--- config.mk ---
export PLATFORM = sky130hd
export DESIGN_NAME = tmr_irq_arbiter
export DESIGN_NICKNAME = d
export VERILOG_FILES = /design/src/rtl/tmr_irq_pkg.sv /design/src/rtl/tmr_irq_picker.sv /design/src/rtl/tmr_irq_arbiter.sv
export SDC_FILE = /design/constraint.sdc
export NUM_CORES = 1
export LEC_CHECK = 0
export BUFFER_PORTS_ARGS = -buffer_cell sky130_fd_sc_hd__buf_2
export CORE_MARGIN = 1
export CORE_UTILIZATION = 54
export DETAILED_ROUTE_END_ITERATION = 10
export MAX_ROUTING_LAYER = met4
export PLACE_DENSITY_LB_ADDON = 0.08
export SYNTH_ARGS = -nofsm -noshare
export SYNTH_HDL_FRONTEND = slang
export SYNTH_SLANG_ARGS = --single-unit
--- constraint.sdc ---
create_clock -name i_clk -period 4.6 [get_ports i_clk]
set_input_delay 0.69 -clock i_clk [delete_from_list [all_inputs] [get_ports i_clk]]
set_output_delay 0.69 -clock i_clk [all_outputs]
set_load 0.05 [all_outputs]
--- src/rtl/tmr_irq_pkg.sv ---
// Shared types and helpers for the timer interrupt arbiter.
// Source indices follow the timer unit's interrupt ordering.
package tmr_irq_pkg;

   typedef enum logic [1:0] {
      IDLE,
      ASSERT,
      CLEAR
   } state_t;

   localparam int NUM_SRC_DFLT = 6;

   localparam int SRC_CMIA0 = 0;
   localparam int SRC_CMIB0 = 1;
   localparam int SRC_OVI0  = 2;
   localparam int SRC_CMIA1 = 3;
   localparam int SRC_CMIB1 = 4;
   localparam int SRC_OVI1  = 5;

   function automatic int mod_inc(input int idx, input int n);
      return (idx + 1 >= n) ? 0 : idx + 1;
   endfunction

endpackage

--- src/rtl/tmr_irq_picker.sv ---
// Combinational winner search: lowest index first, or a
// wrapping search starting at the round-robin pointer.
module tmr_irq_picker
   import tmr_irq_pkg::*;
#(
   parameter int NUM_SRC = NUM_SRC_DFLT,
   parameter int VEC_W   = 3
) (
   input  logic [NUM_SRC-1:0] req,
   input  logic [VEC_W-1:0]   ptr,
   input  logic               rr_en,
   output logic               valid,
   output logic [VEC_W-1:0]   winner
);

   int base;
   int k;

   // Scan from the far end so the nearest hit overwrites last.
   always_comb begin
      valid  = 1'b0;
      winner = '0;
      k      = 0;
      base   = rr_en ? int'(ptr) : 0;
      for (int i = NUM_SRC - 1; i >= 0; i--) begin
         k = base + i;
         if (k >= NUM_SRC) begin
            k = k - NUM_SRC;
         end
         if (req[k]) begin
            valid  = 1'b1;
            winner = VEC_W'(k);
         end
      end
   end

endmodule

--- src/rtl/tmr_irq_arbiter.sv ---
// Shares one CPU interrupt line among the timer sources with
// edge capture, overrun tracking and an ack timeout.
module tmr_irq_arbiter
   import tmr_irq_pkg::*;
#(
   parameter int NUM_SRC     = NUM_SRC_DFLT,
   parameter int VEC_W       = 3,
   parameter int ACK_TIMEOUT = 255,
   parameter int TO_W        = 8
) (
   input  logic               i_clk,
   input  logic               i_rst,
   input  logic [NUM_SRC-1:0] i_irq_src,
   input  logic [NUM_SRC-1:0] i_irq_mask,
   input  logic               i_rr_en,
   input  logic               i_irq_ack,
   input  logic [NUM_SRC-1:0] i_ovr_clr,
   output logic               o_irq,
   output logic [VEC_W-1:0]   o_irq_vec,
   output logic [NUM_SRC-1:0] o_pending,
   output logic [NUM_SRC-1:0] o_overrun,
   output logic               o_timeout
);

   localparam bit            TO_EN   = (ACK_TIMEOUT != 0);
   localparam logic [TO_W-1:0] TO_LAST = TO_W'(ACK_TIMEOUT - 1);

   state_t             state;
   state_t             state_n;
   logic [NUM_SRC-1:0] prev;
   logic [NUM_SRC-1:0] pending;
   logic [NUM_SRC-1:0] pending_n;
   logic [NUM_SRC-1:0] overrun;
   logic [NUM_SRC-1:0] overrun_n;
   logic [NUM_SRC-1:0] evt;
   logic [NUM_SRC-1:0] ack_clr;
   logic [VEC_W-1:0]   rr_ptr;
   logic [VEC_W-1:0]   rr_n;
   logic [VEC_W-1:0]   rr_inc;
   logic [TO_W-1:0]    cnt;
   logic [TO_W-1:0]    cnt_n;
   logic               irq_n;
   logic [VEC_W-1:0]   vec_n;
   logic               to_n;
   logic               pick_valid;
   logic [VEC_W-1:0]   pick_win;

   tmr_irq_picker #(
      .NUM_SRC (NUM_SRC),
      .VEC_W   (VEC_W)
   ) u_picker (
      .req    (pending & ~i_irq_mask),
      .ptr    (rr_ptr),
      .rr_en  (i_rr_en),
      .valid  (pick_valid),
      .winner (pick_win)
   );

   assign rr_inc    = VEC_W'(mod_inc(int'(o_irq_vec), NUM_SRC));
   assign o_pending = pending;
   assign o_overrun = overrun;

   always_comb begin
      state_n = state;
      irq_n   = o_irq;
      vec_n   = o_irq_vec;
      to_n    = 1'b0;
      rr_n    = rr_ptr;
      cnt_n   = cnt;
      ack_clr = '0;
      unique case (state)
         IDLE: begin
            cnt_n = '0;
            if (pick_valid) begin
               state_n = ASSERT;
               irq_n   = 1'b1;
               vec_n   = pick_win;
            end
         end
         ASSERT: begin
            cnt_n = cnt + TO_W'(1);
            if (i_irq_ack) begin
               for (int i = 0; i < NUM_SRC; i++) begin
                  ack_clr[i] = (VEC_W'(i) == o_irq_vec);
               end
               irq_n   = 1'b0;
               rr_n    = rr_inc;
               state_n = CLEAR;
            end else if (TO_EN && cnt == TO_LAST) begin
               // Give up but leave the request pending for a retry.
               to_n    = 1'b1;
               irq_n   = 1'b0;
               rr_n    = rr_inc;
               state_n = CLEAR;
            end
         end
         CLEAR: begin
            cnt_n   = '0;
            state_n = IDLE;
         end
         default: begin
            state_n = IDLE;
         end
      endcase
   end

   // A new edge beats both the ack clear and the overrun clear.
   always_comb begin
      evt       = i_irq_src & ~prev;
      pending_n = (pending & ~ack_clr) | evt;
      overrun_n = (overrun & ~i_ovr_clr)
                | (evt & pending & ~ack_clr);
   end

   always_ff @(posedge i_clk or posedge i_rst) begin
      if (i_rst) begin
         state     <= IDLE;
         prev      <= '1;
         pending   <= '0;
         overrun   <= '0;
         rr_ptr    <= '0;
         cnt       <= '0;
         o_irq     <= 1'b0;
         o_irq_vec <= '0;
         o_timeout <= 1'b0;
      end else begin
         state     <= state_n;
         prev      <= i_irq_src;
         pending   <= pending_n;
         overrun   <= overrun_n;
         rr_ptr    <= rr_n;
         cnt       <= cnt_n;
         o_irq     <= irq_n;
         o_irq_vec <= vec_n;
         o_timeout <= to_n;
      end
   end

endmodule

==> results.md <==
- Post-route minimum period: 3390 ps
- Initial core utilization: 57.3%
- Via-to-Cell Ratio: 5.89
- Max Cap Viol: 0
- Clk buf depth: 2
- Total length of routed wires: 5.83 mm
- Slew Limit Fails: 0
- Routability cong.: 0.907
- Wire per inst: 15.7 um
- Setup TNS: 0 ps
- CTS Buf Count: 5
- I/O Buffers: 38
- Dpl hpwl: 4.42 mm
- Final Hold Viols: 0
- Arrival @ worst endpoint: 3560 ps
- Mapped Area: 2560 sq um
- DR iter-0 viols: 161
- Layout cells sized above 1: 20.7%
- # hold bufs at CTS: 0
- Die ar.: 5030 sq um
- FFs w/ async S/R, synth: 100%
- Max_slew headroom: 49.6%
- Clock skew: 7.79 ps
- Die height: 70.9 um
- CTS H-tree depth: 2
- Post-synth EDFFs: 0
- Resize count post-CTS: 0
- Row count: 24
- Initial antenna violation count: 0
- FF-to-FF path depth: 12
- Area grow syn2layout: 11.0%
- Worst Hold Class: primary input to async pin
- Post-Syn Nets: 317
- Clock Tree Root: clkbuf_8
- Total GRT Usage: 26.4%
- RR Startpoint: rr_ptr[1]$_DFFE_PP0P_
- Largest net degree at the start of global routing: 37
- Critical Path RT: 4780 ps
- Syn_area_per_cell: 9.10 sq um
- Antenna violation net count after detailed routing: 0
- Global route overflow: 0
- Fmax: 295 MHz
- I/O pin total: 39
- Vias post-DR: 2185
- Count of cell types in the netlist: 64
- Max Fanout on Critical Path: 18
- Leak: 0.00137 uW
- Worst slew pin tran: 754 ps
- R2R setup slack: 1210 ps
- CTS tree: built
- Worst r2r dst: o_irq_vec[0]$_DFFE_PP0P_
- FF+latch count, synth: 36
- Outcome: complete, no violations
- Final worst path period share: 73.6%
- Setup Fix Bufs, Post-CTS: 0
- Die width: 70.9 um
- Max VDD drop: 0.368 mV
- Setup violators final: 0
- Setup CP Type: register to register
- Clk_lat worst skew: 290 ps
- Core Footprint: 4470 sq um
- CTS clk-pin slew, worst paths: 80 ps
- Post-synthesis sequential area ratio: 35.4%
- Clock sink total: 36
- Nets: 353
- Warnings from Yosys: 0
- Ys flop type: dfrtp_1
- Cells after synthesis: 282
- Vias in the first global route: 2132
- Drt drc: 0
- Pwr/cell area: 605 nW/um^2
- RSZ-0062 raised after global routing: no
- Global-route wire length before repair: 10.1 mm
- DRT Pass-1 Iters: 6
- Startpoint Class: register
- Antenna cell count: 0
- Crit. End Element: register
- Util after Layout: 63.6%
[layout make-up]
class | instances | area (sq um)
Multi-Input combinational cell | 217 | 1510
Inverter | 18 | 67.6
Fill cell | 391 | 1630
Clock inverter | 3 | 18.8
Timing Repair Buffer | 40 | 205
Clock buffer | 5 | 68.8
Sequential cell | 36 | 908
Tap cell | 52 | 65.1
[worst max-delay path by stage]
stage | from | endpoint | slack (ps)
floorplan | i_rr_en | o_irq_vec[2]$_DFFE_PP0P_ | 1360
global placement | i_rr_en | o_irq_vec[2]$_DFFE_PP0P_ | 1170
detailed placement | i_rr_en | o_irq_vec[0]$_DFFE_PP0P_ | 1090
CTS | rr_ptr[1]$_DFFE_PP0P_ | o_irq_vec[0]$_DFFE_PP0P_ | 1240
global route | rr_ptr[1]$_DFFE_PP0P_ | o_irq_vec[0]$_DFFE_PP0P_ | 910
finish | rr_ptr[1]$_DFFE_PP0P_ | o_irq_vec[0]$_DFFE_PP0P_ | 1210
[cells in the final DEF (no fill, tap or decap), types with 3 or more instances in the layout]
master and n:
and3_1 4, dfstp_2 6, o21ai_0 11, o21a_1 3, dfrtp_1 30, a21boi_0 4
a21o_1 7, nand3_1 9, buf_2 38, ha_1 13, nor2_1 11, and2_1 11
a211oi_1 5, nand2b_1 12, nand3b_1 4, nor3_1 5, mux2i_1 3, inv_1 18
xnor2_1 9, nand2_1 34, o22ai_1 7, a21oi_1 7, clkbuf_8 5, nor2b_1 9
[power by group]
group / internal, uW / switching (uW)
Clock: 105 / 117
Combinational: 366 / 620
Sequential: 393 / 120
[cell usage after synthesis (3+ instances only)]
cell      count  share of area, %
nand2_1      34               5.0
dfrtp_1      30                29
inv_1        18               2.6
ha_1         13               6.3
nand2b_1     12               2.9
and2_1       11               2.7
nor2_1       11               1.6
o21ai_0      11               2.1
nand3_1       9               1.8
nor2b_1       9               2.2
xnor2_1       9               3.1
a21o_1        7               2.0
a21oi_1       7               1.4
o22ai_1       7               1.7
dfstp_2       6               6.1
a211oi_1      5               1.5
nor3_1        5              0.98
a21boi_0      4               1.2
and3_1        4              0.98
nand3b_1      4               1.2
buf_2         3              0.59
buf_6         3               1.3
clkbuf_1      3              0.44
mux2i_1       3               1.2
o21a_1        3              0.88
[cells by family after synthesis]
group                      Yosys count  synth area share, %
AOI/OAI and AO/OA                   71                 21.7
xor gates and xnor gates            11                 3.76
adders and majority gates           13                 6.34
buffers and inverters               29                 5.56
DFF                                 36                 35.4
muxes                                6                 2.63
and+or+nand+nor                    116                 24.6
[worst max-delay path: stages, from the launching register on]
cell and delay, ps:
dfrtp_1 740, a21boi_1 170, o21ai_0 280, inv_1 70, ha_1 300, a21boi_0 130
o21ai_0 350, nand2_1 140, a2bb2o_2 270, or2_1 310, nand3b_1 120, o311ai_0 140
o31a_1 260
[registers in the layout, summed over array words and instances (netlist names)]
name	count
cnt	8
o_irq	1
o_irq_vec	3
o_overrun	6
o_pending	6
o_timeout	1
prev	6
rr_ptr	3
state	2
[routing by layer]
layer	share of wire, %	vias up	global-route usage, %
met3	6.4	15	4.99
li1	-	1077	-
met4	2.1	0	10.2
met1	47	1014	36.1
met5	0	-	-
met2	45	79	38.9
[per-stage QoR]
stage,power [uW],hold WS [ps],cells,setup WS (ps),instance area [sq um]
4_1_cts,1720,497,371,1240,2850
2_1_floorplan,1290,521,282,1360,2560
6_report,1720,491,371,1210,2850
3_5_place_dp,1490,508,363,1090,2760
5_1_grt,1860,490,371,914,2850
3_3_place_gp,1490,510,363,1170,2760
Power figures use the tool's default switching activity.
